## src/rtl/uart_frame_collector_pkg.sv

```systemverilog
// Shared types and constants for the UART frame collector: FSM encoding,
// command bytes and word geometry.
package uart_frame_collector_pkg;

  typedef enum logic [2:0] {
    ST_IDLE       = 3'd0,
    ST_SEND_START = 3'd1,
    ST_RECV       = 3'd2,
    ST_SEND_STOP  = 3'd3,
    ST_TX_GAP     = 3'd4
  } state_t;

  localparam logic [7:0] CMD_START_BYTE = 8'hFF;
  localparam logic [7:0] CMD_STOP_BYTE  = 8'h00;
  localparam int         BYTES_PER_WORD = 4;

endpackage

```

## src/rtl/uart_frame_collector_rx_word_packer.sv

```systemverilog
// Packs four received bytes into one {I[15:0], R[15:0]} word; the word
// strobe is registered so it appears the cycle after the fourth byte.
module uart_frame_collector_rx_word_packer
  import uart_frame_collector_pkg::*;
(
  input  logic        clk,
  input  logic        rst,
  input  logic        i_clear,
  input  logic        i_byte_valid,
  input  logic [7:0]  i_byte,
  output logic        o_word_valid,
  output logic [31:0] o_word
);

  logic [1:0]  r_byte_idx;
  logic [23:0] r_shift;
  logic [31:0] r_word;
  logic        r_word_valid;
  logic        w_last_byte;

  assign w_last_byte = (r_byte_idx == 2'(BYTES_PER_WORD - 1));

  always_ff @(posedge clk or posedge rst) begin
    if (rst) begin
      r_byte_idx   <= '0;
      r_shift      <= '0;
      r_word       <= '0;
      r_word_valid <= 1'b0;
    end else begin
      r_word_valid <= 1'b0;
      if (i_clear) begin
        r_byte_idx <= '0;
        r_shift    <= '0;
      end else if (i_byte_valid) begin
        r_shift    <= {r_shift[15:0], i_byte};
        r_byte_idx <= r_byte_idx + 2'd1;
        if (w_last_byte) begin
          // r_shift holds {b0, b1, b2}; reorder into {b2, b3, b0, b1}
          r_word       <= {r_shift[7:0], i_byte, r_shift[23:8]};
          r_word_valid <= 1'b1;
        end
      end
    end
  end

  assign o_word_valid = r_word_valid;
  assign o_word       = r_word;

endmodule

```

## src/rtl/uart_frame_collector.sv

```systemverilog
// Host-side session controller: sends start/stop command bytes, collects
// the R/I sample byte stream into 32-bit RAM words and counts frames.
module uart_frame_collector
  import uart_frame_collector_pkg::*;
#(
  parameter int ADDR_W      = 16,
  parameter int TIMEOUT_CYC = 50000,
  parameter int CNT_W       = 16
) (
  input  logic              CLOCK_50M,
  input  logic              RESET,
  input  logic              CMD_START,
  input  logic              CMD_STOP,
  input  logic [ADDR_W-1:0] PULSE_LEN,
  input  logic [CNT_W-1:0]  FRAMES,
  input  logic [7:0]        RX_DATA,
  input  logic              RX_VALID,
  output logic [7:0]        TX_DATA,
  output logic              TX_WR,
  input  logic              TX_IDLE,
  output logic [ADDR_W-1:0] WADDR,
  output logic [31:0]       WDATA,
  output logic              WE,
  output logic              FRAME_DONE,
  output logic [CNT_W-1:0]  FRAME_CNT,
  output logic              BUSY,
  output logic              ERR,
  output logic [2:0]        o_dbg_state
);

  localparam int TO_W = $clog2(TIMEOUT_CYC + 1);

  state_t            r_state, w_next;
  logic [ADDR_W-1:0] r_len, r_word_idx;
  logic [CNT_W-1:0]  r_frames, r_frame_cnt, w_cnt_next;
  logic [TO_W-1:0]   r_to_cnt;
  logic [7:0]        r_tx_data;
  logic              r_tx_wr, r_busy, r_err, r_stop_pend;
  logic              r_gap_cnt, r_gap_to_idle, r_in_frame;
  logic              w_start_ok, w_start_bad, w_rx, w_timeout, w_clear;
  logic              w_we, w_last, w_end, w_send;
  logic [31:0]       w_word;

  assign w_start_ok  = (r_state == ST_IDLE) && CMD_START && (PULSE_LEN != '0);
  assign w_start_bad = (r_state == ST_IDLE) && CMD_START && (PULSE_LEN == '0);
  assign w_rx        = (r_state == ST_RECV) && RX_VALID;
  // Silence only counts once a frame has begun; a fresh byte always wins.
  assign w_timeout   = (r_state == ST_RECV) && r_in_frame && !RX_VALID &&
                       (r_to_cnt == TO_W'(TIMEOUT_CYC - 1));
  assign w_clear     = w_start_ok || w_timeout;
  assign w_send      = ((r_state == ST_SEND_START) || (r_state == ST_SEND_STOP)) && TX_IDLE;

  uart_frame_collector_rx_word_packer u_packer (
    .clk          (CLOCK_50M),
    .rst          (RESET),
    .i_clear      (w_clear),
    .i_byte_valid (w_rx),
    .i_byte       (RX_DATA),
    .o_word_valid (w_we),
    .o_word       (w_word)
  );

  assign w_last     = w_we && (r_word_idx == r_len - ADDR_W'(1));
  assign w_cnt_next = (&r_frame_cnt) ? r_frame_cnt : r_frame_cnt + CNT_W'(1);
  assign w_end      = w_last && (r_stop_pend || CMD_STOP ||
                      ((r_frames != '0) && (w_cnt_next == r_frames)));

  always_ff @(posedge CLOCK_50M or posedge RESET) begin
    if (RESET) r_state <= ST_IDLE;
    else       r_state <= w_next;
  end

  always_comb begin
    w_next = r_state;
    case (r_state)
      ST_IDLE:       if (w_start_ok) w_next = ST_SEND_START;
      ST_SEND_START,
      ST_SEND_STOP:  if (TX_IDLE) w_next = ST_TX_GAP;
      ST_RECV:       if (w_end) w_next = ST_SEND_STOP;
      ST_TX_GAP:     if (r_gap_cnt) w_next = r_gap_to_idle ? ST_IDLE : ST_RECV;
      default:       w_next = ST_IDLE;
    endcase
  end

  always_ff @(posedge CLOCK_50M or posedge RESET) begin
    if (RESET) begin
      r_len         <= '0;
      r_frames      <= '0;
      r_word_idx    <= '0;
      r_frame_cnt   <= '0;
      r_to_cnt      <= '0;
      r_tx_data     <= '0;
      r_tx_wr       <= 1'b0;
      r_busy        <= 1'b0;
      r_err         <= 1'b0;
      r_stop_pend   <= 1'b0;
      r_gap_cnt     <= 1'b0;
      r_gap_to_idle <= 1'b0;
      r_in_frame    <= 1'b0;
    end else begin
      r_tx_wr   <= 1'b0;
      r_err     <= w_start_bad || w_timeout;
      r_gap_cnt <= (r_state == ST_TX_GAP) && !r_gap_cnt;

      if (w_send) begin
        r_tx_wr       <= 1'b1;
        r_tx_data     <= (r_state == ST_SEND_STOP) ? CMD_STOP_BYTE : CMD_START_BYTE;
        r_gap_to_idle <= (r_state == ST_SEND_STOP);
      end

      if (w_start_ok) begin
        r_len       <= PULSE_LEN;
        r_frames    <= FRAMES;
        r_busy      <= 1'b1;
        r_frame_cnt <= '0;
        r_word_idx  <= '0;
        r_stop_pend <= 1'b0;
        r_in_frame  <= 1'b0;
        r_to_cnt    <= '0;
      end else begin
        if ((r_state == ST_TX_GAP) && r_gap_cnt && r_gap_to_idle) r_busy <= 1'b0;

        if (r_state == ST_SEND_STOP)  r_stop_pend <= 1'b0;
        else if (r_busy && CMD_STOP)  r_stop_pend <= 1'b1;

        if (w_we) begin
          if (w_last) begin
            r_word_idx  <= '0;
            r_frame_cnt <= w_cnt_next;
          end else begin
            r_word_idx <= r_word_idx + ADDR_W'(1);
          end
        end

        if (w_timeout) begin
          r_word_idx <= '0;
          r_in_frame <= 1'b0;
        end else if (w_rx) begin
          r_in_frame <= 1'b1;
        end else if (w_last) begin
          r_in_frame <= 1'b0;
        end

        if (w_rx || !r_in_frame || w_timeout) r_to_cnt <= '0;
        else                                  r_to_cnt <= r_to_cnt + TO_W'(1);
      end
    end
  end

  assign TX_DATA     = r_tx_data;
  assign TX_WR       = r_tx_wr;
  assign WADDR       = r_word_idx;
  assign WDATA       = w_word;
  assign WE          = w_we;
  assign FRAME_DONE  = w_last;
  assign FRAME_CNT   = r_frame_cnt;
  assign BUSY        = r_busy;
  assign ERR         = r_err;
  assign o_dbg_state = r_state;

endmodule

```

## config.mk

```make
export PLATFORM = sky130hd
export DESIGN_NAME = uart_frame_collector
export DESIGN_NICKNAME = d
export VERILOG_FILES = /design/src/rtl/uart_frame_collector_pkg.sv /design/src/rtl/uart_frame_collector_rx_word_packer.sv /design/src/rtl/uart_frame_collector.sv
export SDC_FILE = /design/constraint.sdc
export NUM_CORES = 1
export LEC_CHECK = 0
export CAP_MARGIN = 20
export CORE_MARGIN = 5
export CORE_UTILIZATION = 25
export CTS_BUF_LIST = sky130_fd_sc_hd__clkbuf_2 sky130_fd_sc_hd__clkbuf_4 sky130_fd_sc_hd__clkbuf_8
export DETAILED_ROUTE_END_ITERATION = 12
export GPL_TIMING_DRIVEN = 0
export HOLD_SLACK_MARGIN = 0.1
export PLACE_DENSITY = 0.42
export SKIP_LAST_GASP = 1
export SLEW_MARGIN = 20
export SYNTH_ARGS = -nofsm -noshare
export SYNTH_HDL_FRONTEND = slang
export SYNTH_SLANG_ARGS = --single-unit
```

## constraint.sdc

```tcl
create_clock -name CLOCK_50M -period 4.5 [get_ports CLOCK_50M]
set_clock_uncertainty 0.1 [all_clocks]
set_input_delay 0.675 -clock CLOCK_50M [delete_from_list [all_inputs] [get_ports CLOCK_50M]]
set_output_delay 0.675 -clock CLOCK_50M [all_outputs]
set_load 0.02 [all_outputs]
```

# Yosys cells after proc, flatten, opt, wreduce, memory -nomap -nowiden
# Index checks and enable logic that the tools add are counted.
[word_totals]
ff_bits = 157
input_bits = 46
output_inout_bits = 80
wordCells = 111
[op_classes]
n_addsub = 5
eq_ne = 12
n_mux = 34
bitwise = 1
reduce_logical = 41
[ops]
columns = ["op", "n"]
rows = [
  ["two-way mux 16 bit", 10],
  ["adder 16 x 1 -> 16 bit, second input constant", 3],
  ["two-way mux 24 bit", 2],
  ["== test 16 bit", 2],
  ["nonzero test 16 bit", 2],
  ["== test 16 bit, second input constant", 1],
  ["zero test 16 bit", 1],
  ["AND reduction 16 bit", 1],
  ["subtractor 16 x 1 -> 16 bit, second input constant", 1],
  ["logical AND 1 bit", 15],
  ["two-way mux 1 bit", 13],
  ["two-way mux 3 bit", 4],
  ["case mux 3 bit (4 select lines)", 1],
  ["two-way mux 8 bit", 1],
  ["!= test 2 bit, second input constant", 4],
  ["nonzero test 2 bit", 4],
  ["logical OR 1 bit", 7],
  ["== test 3 x 2 -> 1 bit, second input constant", 2],
  ["two-way mux 2 bit", 3],
  ["nonzero test 3 bit", 2],
  ["AND reduction 4 bit", 1],
  ["nonzero test 4 bit", 1],
  ["== test 3 x 1 -> 1 bit, second input constant", 1],
  ["== test 3 bit, second input constant", 1],
  ["8 further kinds", 10],
]

# Longest topological paths before layout
# Gate-level depths: netlist of the first run.
[depth]
word_depth = 8
ltp_mapped = 12
mapped_depth_nobuf = 10

# Modules after synthesis
# Synthesis of the first run repeated with hierarchy kept, for this count alone.
[unflattened]
hier_cells = 773
hier_area_um2 = 7707.4
[by_module_without_submodules]
columns = ["mod", "instances", "cells_each", "area_per_inst_um2", "seq_area_each_um2"]
rows = [
  ["uart_frame_collector", 1, 617, 5290.1, 2277.2],
  ["uart_frame_collector_rx_word_packer", 1, 156, 2417.3, 1476.4],
]

# Least setup slack after synthesis of the first run
# No wires, ideal clock.
[synth_timing]
path_kind = "flip-flop to output port"
from = "reg r_len[5]"
to = "out FRAME_DONE"
arrival_ns = 2.372
required_ns = 3.725
setup_slack_ns = 1.353
stages_incl_launch_ff = 9
path_buffers = 2
cell_sequence = "dfrtp_1 > buf_6 > or4_4 > or4_4 > mux2i_1 > o211ai_1 > a22o_2 > and3_1 > buf_6"
[synth_via]
elab_chain_cells = 3
[synth_lines]
columns = ["item", "line_no", "source"]
rows = [
  ["start, declared", "uart_frame_collector.sv:34", "logic [ADDR_W-1:0] r_len, r_word_idx;"],
  ["start signal, assigned", "uart_frame_collector.sv:87", "r_len <= '0;"],
  ["start signal, assigned", "uart_frame_collector.sv:112", "r_len <= PULSE_LEN;"],
  ["subtractor 16 x 1 -> 16 bit", "uart_frame_collector.sv:63", "assign w_last = w_we && (r_word_idx == r_len - ADDR_W'(1));"],
  ["== test 16 bit", "uart_frame_collector.sv:63", ""],
  ["logical AND 1 bit", "uart_frame_collector.sv:63", ""],
  ["end, declared", "uart_frame_collector.sv:24", "output logic FRAME_DONE,"],
]
# Every way passes these cells.

# Worst setup path after layout of the first run
[layout_timing]
from = "reg r_len[10]"
to = "out FRAME_DONE"
# The elaborated chain is that of the path after synthesis.

==> impl_metrics.json, run 1 <==
{
  "die-height_um": 186,
  "drc": 0,
  "grt_pass1_wl_um": 38100,
  "clock_sink_count": 150,
  "synth-compound-area-share_pct": 10.6,
  "htree_levels": 4,
  "synth_most_common_cell": "sky130_fd_sc_hd__nand2_1",
  "post-synth-top-area-cell": "sky130_fd_sc_hd__dfrtp_1",
  "synth-edff-count": 0,
  "port-buffer-count": 125,
  "status": "completed",
  "drt_iter0_drcs": 363,
  "synthMuxAreaShare_pct": 5.59,
  "netlist_area_mm2": 0.00772,
  "antenna_cells": 0,
  "fmaxAchievable_mhz": 249,
  "count_of_fill_cells_added_during_filler_insertion": 3194,
  "min-delay-path-class": "in2async",
  "synth_cells": 832,
  "grt_remaining_overflow": 0,
  "place_hpwl_um": 17900,
  "timing.setup.tns_ns": 0,
  "slew_headroom_pct": 37.7,
  "routed_wirelength_um": 23500,
  "p_per_area_mw_per_mm2": 446,
  "drt_pass1_iterations": 5,
  "postLayoutSetupSlackWorst_ns": 0.479,
  "synth_ff_type": "sky130_fd_sc_hd__dfrtp_1",
  "ys_ff_latch": 150,
  "clk_latency_ns": 0.47,
  "num_rows": 64,
  "route.detailed.wl_per_inst_um": 16.9,
  "vias": 6507,
  "worst-slew-pin-transition_ns": 0.922,
  "proportion_of_netlist_area_held_by_the_largest_area_contributor_pct": 48.6,
  "antenna_violations_before_repair": 0,
  "hold_violations": 0,
  "synth_fp_nets": 883,
  "dp_worst_slack_ns": 0.550,
  "timing.critical_path.to_type": "primary output",
  "postCtsSetupBuffers": 0,
  "wl_met2_um": 10800,
  "flow.area_growth_from_synthesis_pct": 29.8,
  "synth-xor-area-share_pct": 6.12,
  "core_area_mm2": 0.0306,
  "drv_slew": 0,
  "ir_drop_mv": 0.202,
  "synth_top_cells_by_area": "sky130_fd_sc_hd__dfrtp_1 (49%), sky130_fd_sc_hd__nand2_1 (8.8%), sky130_fd_sc_hd__mux2_2 (4.8%)",
  "initial_utilization_pct": 25.3,
  "combinational_family_with_the_most_area_after_synthesis": "simple AND/OR/NAND/NOR gates",
  "period_needed_ns": 4.02,
  "max_cap_viol_count": 0,
  "post_synth.cell_area_avg_um2": 9.28,
  "finish.net_count": 1032,
  "met3_wirelength_um": 1010,
  "rsz0062_at_grt": "false",
  "grt_pass1_vias": 6580,
  "place.gp.congestion": 0.841,
  "top_layer": "met4",
  "dieWidth_um": 186,
  "synth_async_reset_ratio_pct": 100,
  "synth_cell_types": 69,
  "total_die_area_mm2": 0.0345,
  "yosys.area_share.adder_pct": 0.810,
  "tritoncts_clock_tree": "done",
  "root_buffer": "sky130_fd_sc_hd__clkbuf_8",
  "drt-vias-per-instance": 4.68,
  "groute.usage.overall_pct": 13.9,
  "min_period_over_period_pct": 89.4,
  "setup_viol_count_final": 0,
  "grt_max_degree": 32,
  "finish.cell_count_without_fillers": 1390,
  "io-pin-count": 126,
  "yosysSeqAreaShare_pct": 48.6,
  "layout-drive-gt1-share_pct": 10.7,
  "crit_type": "reg2out",
  "clock_slew_at_the_register_clock_pins_of_the_worst_setup_and_hold_paths_ns": 0.11,
  "place_inst": 1358,
  "leakage_nw": 4.23,
  "path_max_fanout": 9,
  "critical_path_required_ns": 3.72,
  "route.layer.met1.wl_um": 11500,
  "synth_warnings": 0,
  "simple_gate_fraction_of_synth_area_pct": 24.1,
  "cts_made_buffers": 17,
  "worst-endpoint-arrival_ns": 3.25,
  "ant_nets": 0,
  "ys_top_cells_by_count": "sky130_fd_sc_hd__nand2_1 (182), sky130_fd_sc_hd__dfrtp_1 (150), sky130_fd_sc_hd__nor2_1 (55)",
  "critPathLaunchType": "flip-flop",
  "max-clock-path-buffers": 2
}
-- state kept, by name, summed over array words and instances (netlist names) --
name                   cells
o_dbg_state                3
u_packer.r_byte_idx        2
u_packer.o_word           32
r_frames                  16
r_to_cnt                  16
r_gap_to_idle              1
WADDR                     16
r_len                     16
r_gap_cnt                  1
u_packer.o_word_valid      1
r_in_frame                 1
ERR                        1
FRAME_CNT                 16
r_stop_pend                1
TX_DATA                    1
TX_WR                      1
u_packer.r_shift          24
BUSY                       1
-- cells in the final DEF, fill, tap and decap left out, drive strengths merged, types with 7 or more instances in the layout --
master / Yosys / layout
dfrtp: 150 / 150
xor2: 27 / 27
nor3: 18 / 18
nor4: 17 / 17
nand4: 11 / 11
and3: 13 / 13
clkinv: 0 / 7
inv: 14 / 20
nand2b: 11 / 11
mux2: 33 / 33
nand3: 33 / 33
nand3b: 7 / 7
clkbuf: 33 / 50
clkdlybuf4s50: 0 / 124
or3: 10 / 10
o21ai: 51 / 51
buf: 22 / 27
nor2: 55 / 55
nand2: 182 / 182
a21oi: 21 / 21
a31oi: 11 / 11
xnor2: 27 / 27
-- routing by layer --
| layer | GRT usage [%] | vias up |
|---|---|---|
| li1 | - | 3207 |
| met1 | 19.9 | 3155 |
| met2 | 21.7 | 128 |
| met3 | 2.87 | 17 |
| met4 | 3.21 | 0 |
| met5 | 0 | - |
-- metrics by stage --
stage | hold slack (ns) | total power [W] | cell area, um2 | utilization (%)
after global placement | 0.348 | 0.00338 | 9480 | 31.0
final | 0.376 | 0.00447 | 10000 | 32.8
after global routing | 0.388 | 0.00480 | 10000 | 32.8
after floorplan | 0.325 | 0.00281 | 7730 | -
after detailed placement | 0.362 | 0.00340 | 9580 | 31.3
after CTS | 0.359 | 0.00454 | 10000 | 32.7
-- report_power, final --
part	internal, W	switching (W)
clock	0.000438	0.000675
sequential	0.00157	0.000304
combinational	0.000638	0.000837
-- final cells by class --
class | count | area (um2) | area share, %
flip-flops and latches | 150 | 3750 | 37.4
multi-input cells | 613 | 3660 | 36.5
repair buffers | 130 | 1350 | 13.5
well taps | 396 | 495 | 4.94
plain buffers | 55 | 268 | 2.67
clock buffers | 17 | 234 | 2.33
clock inverters | 15 | 200 | 2.00
inverters | 14 | 56.3 | 0.562
-- critical path: stages, from the launching register on --
cell and delay (ns):
sky130_fd_sc_hd__dfrtp_1 0.38, sky130_fd_sc_hd__clkbuf_1 0.19, sky130_fd_sc_hd__or4_1 0.60, sky130_fd_sc_hd__or4_4 0.48, sky130_fd_sc_hd__mux2i_1 0.16, sky130_fd_sc_hd__o211ai_1 0.10
sky130_fd_sc_hd__a22o_2 0.30, sky130_fd_sc_hd__and3_1 0.21, sky130_fd_sc_hd__buf_6 0.15, sky130_fd_sc_hd__dlymetal6s2s_1 0.21
-- path summary, 6_finish.rpt --
check | end | start | slack (ns) | cells past startpoint
setup / recovery | FRAME_DONE | r_len[10] | 0.48 | 9
hold / removal | WADDR[10] | RESET | 0.38 | 2
setup reg to reg | o_dbg_state[0] | FRAME_CNT[1] | 0.90 | 10
hold reg to reg | r_to_cnt[0] | r_to_cnt[0] | 0.38 | 1
max in group asynchronous | ERR | RESET | 3.25 | 4
min in group CLOCK_50M | r_to_cnt[0] | r_to_cnt[0] | 0.38 | 1
-- logic make-up (layout without fill, tap and decap cells) --
kind of cell,count (synthesis),in the layout
simple gates,387,387
flops,150,150
compound gates,128,128
buf+inv,69,231
xor+xnor,54,54
mux,39,39
fa+ha+maj,5,5
-- what timing repair did --
item / 4_1_cts / 5_1_grt
hold buffers: 0 / 0
resized for setup: 0 / 3
endpoints found under the setup margin: 0 / 1
No activity file was read; power rests on OpenSTA's default activity.
==> inputs of run 2 (changes only) <==
--- a/config.mk
+++ b/config.mk
@@ -6,6 +6,7 @@
 export NUM_CORES = 1
 export LEC_CHECK = 0
 export CAP_MARGIN = 20
+export CORE_ASPECT_RATIO = 1.4
 export CORE_MARGIN = 5
 export CORE_UTILIZATION = 25
 export CTS_BUF_LIST = sky130_fd_sc_hd__clkbuf_2 sky130_fd_sc_hd__clkbuf_4 sky130_fd_sc_hd__clkbuf_8
==> impl_metrics.json, run 2 (synthesis results as in run 1) <==
{
  "place.gp.congestion": 0.869,
  "drv_slew": 0,
  "layout.cells.most_common": "sky130_fd_sc_hd__nand2_1",
  "slew_headroom_pct": 38.9,
  "dieWidth_um": 159,
  "critPathLaunchType": "flip-flop",
  "clock_slew_at_the_register_clock_pins_of_the_worst_setup_and_hold_paths_ns": 0.09,
  "flow.area_growth_from_synthesis_pct": 29.3,
  "drt-vias-per-instance": 4.69,
  "net_switching_share_of_the_total_power_pct": 38.7,
  "min_period_over_period_pct": 90.1,
  "place_inst": 1352,
  "worst-slew-pin-transition_ns": 0.903,
  "timing.setup.tns_ns": 0,
  "num_rows": 76,
  "port-buffer-count": 125,
  "crit_type": "reg2out",
  "postLayoutSetupSlackWorst_ns": 0.447,
  "grt_remaining_overflow": 0,
  "p_clk_share_pct": 24.8,
  "total_die_area_mm2": 0.0346,
  "cts_made_buffers": 17,
  "period_needed_ns": 4.05,
  "die-height_um": 218,
  "routed_wirelength_um": 24300,
  "seq_power_share_pct": 41.9,
  "vias": 6484,
  "clock_sink_count": 150,
  "rsz0062_at_grt": "false",
  "finish.cell_count_without_fillers": 1383,
  "drt_pass1_iterations": 4,
  "critical_path.slowest_cell": "sky130_fd_sc_hd__dfrtp_1",
  "count_of_fill_cells_added_during_filler_insertion": 3251,
  "drc": 0,
  "timing.critical_path.to_type": "primary output",
  "multi_input_comb_area_mm2": 0.00366,
  "ir_drop_mv": 0.186,
  "min-delay-path-class": "reg2reg",
  "route.detailed.wl_per_inst_um": 17.6,
  "final_core_util_pct": 32.6,
  "internal_power_w": 0.00274,
  "max_cap_viol_count": 0,
  "sequential_cell_area_mm2": 0.00375,
  "p_per_area_mw_per_mm2": 448,
  "root_buffer": "sky130_fd_sc_hd__clkbuf_8",
  "place_hpwl_um": 18400,
  "status": "completed",
  "fmaxAchievable_mhz": 247,
  "drt_iter0_drcs": 250,
  "groute.usage.overall_pct": 14.2,
  "grt_max_degree": 30,
  "htree_levels": 4,
  "ant_nets": 0,
  "clk_latency_ns": 0.46,
  "critical_path.n_buffers_inverters": 4,
  "grt_pass1_wl_um": 38200,
  "core_area_mm2": 0.0306,
  "power_frac_comb_pct": 33.3,
  "antenna_cells": 0,
  "layout-drive-gt1-share_pct": 10.6,
  "tritoncts_clock_tree": "done",
  "grt_pass1_vias": 6648,
  "leakage_nw": 4.21,
  "finish.net_count": 1032,
  "worst-endpoint-arrival_ns": 3.28,
  "timing.critical_path.max_delay_family": "simple AND/OR/NAND/NOR gates",
  "dp_worst_slack_ns": 0.268,
  "final_cell_mix": "sky130_fd_sc_hd__nand2_1 (182), sky130_fd_sc_hd__dfrtp_1 (150), sky130_fd_sc_hd__clkdlybuf4s50_1 (124)",
  "post_cts_hold_buffer_count": 0,
  "path_max_fanout": 9,
  "critical_path.cell_chain": "inv_1 -> ha_1 -> or4b_1 -> clkbuf_1 -> nor4_1 -> o21a_1 -> o22ai_1 -> o211a_1 -> and3_1 -> buf_6 -> dlymetal6s2s_1",
  "antenna_violations_before_repair": 0,
  "initial_utilization_pct": 25.2,
  "hold_violations": 0,
  "setup_viol_count_final": 0,
  "critical_path_required_ns": 3.72,
  "net-switching-power_w": 0.00173,
  "largest_register_ff_count": 32,
  "io-pin-count": 126,
  "max-clock-path-buffers": 2,
  "timing.critical_path.slowest_cell_delay_ns": 0.47
}
==> run 2: cell count changes in the layout (fill, tap and decap cells not counted) <==
cell	previous run	this run
sky130_fd_sc_hd__clkinvlp_4	2	4
sky130_fd_sc_hd__inv_12	1	0
sky130_fd_sc_hd__bufinv_16	0	2
sky130_fd_sc_hd__clkinv_2	0	1
sky130_fd_sc_hd__clkbuf_8	17	19
sky130_fd_sc_hd__clkinv_8	7	0
sky130_fd_sc_hd__inv_8	4	1
sky130_fd_sc_hd__inv_6	2	5
==> run 2: layout make-up <==
| type | count | share of cell area [%] |
|---|---|---|
| clock buffers | 19 | 2.62 |
| well taps | 390 | 4.89 |
| plain buffers | 55 | 2.68 |
| flip-flops and latches | 150 | 37.6 |
| clock inverters | 12 | 1.43 |
| multi-input cells | 613 | 36.7 |
| inverters | 14 | 0.564 |
| repair buffers | 130 | 13.6 |
==> run 2: path summary, 6_finish.rpt <==
| check | cells after the start | to | start | slack, ns |
|---|---|---|---|---|
| min reg2reg | 1 | r_to_cnt[0] | r_to_cnt[0] | 0.37 |
| max in group asynchronous | 5 | r_to_cnt[10] | RESET | 2.88 |
| max reg2reg | 10 | o_dbg_state[0] | FRAME_CNT[1] | 0.68 |
| min | 1 | r_to_cnt[0] | r_to_cnt[0] | 0.37 |
| max | 11 | FRAME_DONE | r_len[0] | 0.45 |
| min in group asynchronous | 2 | u_packer.o_word[10] | RESET | 0.46 |
==> run 2: routing by layer <==
metal / vias up / part of all wire (%) / track usage, %
met3: 17 / 5.0 / 3.67
met5: - / 0 / 0
li1: 3188 / - / -
met1: 3148 / 42 / 16.9
met4: 0 / 1.5 / 4.07
met2: 131 / 52 / 25.0
==> run 2: worst reg2reg max path, stage by stage, from the launching register on <==
cell                        delay [ns]
sky130_fd_sc_hd__dfrtp_1          0.49
sky130_fd_sc_hd__ha_1             0.19
sky130_fd_sc_hd__clkbuf_1         0.29
sky130_fd_sc_hd__nand4_1          0.40
sky130_fd_sc_hd__nor4_4           0.67
sky130_fd_sc_hd__xnor2_1          0.17
sky130_fd_sc_hd__a21oi_1          0.15
sky130_fd_sc_hd__nand4_1          0.11
sky130_fd_sc_hd__a2111oi_0        0.53
sky130_fd_sc_hd__a31oi_1          0.26
sky130_fd_sc_hd__a2111oi_2        0.36
==> run 2: power groups by stage <==
stage	Clock, W	Sequential (W)	Combinational (W)
3_3_place_gp	0	0.00191	0.00149
3_5_place_dp	0	0.00191	0.00151
4_1_cts	0.00116	0.00188	0.00152
5_1_grt	0.00121	0.00191	0.00166
2_1_floorplan	0	0.00184	0.000972
6_report	0.00111	0.00188	0.00149
==> run 2: repair_timing <==
action	in CTS	in global routing
setup buffers	0	0
endpoints found under the setup margin	1	1
pin swaps	0	0
resized for setup	2	1
==> run 2: per-stage QoR <==
stage / power, W / hold slack (ns) / area (um2)
floorplan: 0.00281 / 0.325 / 7730
global placement: 0.00339 / 0.355 / 9470
detailed placement: 0.00342 / 0.363 / 9570
CTS: 0.00456 / 0.375 / 9980
global route: 0.00478 / 0.388 / 9990
finish: 0.00448 / 0.366 / 9990
==> inputs of run 3 (changes only) <==
--- a/config.mk
+++ b/config.mk
@@ -6,7 +6,6 @@
 export NUM_CORES = 1
 export LEC_CHECK = 0
 export CAP_MARGIN = 20
-export CORE_ASPECT_RATIO = 1.4
 export CORE_MARGIN = 5
 export CORE_UTILIZATION = 25
 export CTS_BUF_LIST = sky130_fd_sc_hd__clkbuf_2 sky130_fd_sc_hd__clkbuf_4 sky130_fd_sc_hd__clkbuf_8
==> results of run 3 <==
The final DEF is identical to that of run 1; final timing and power are the same.
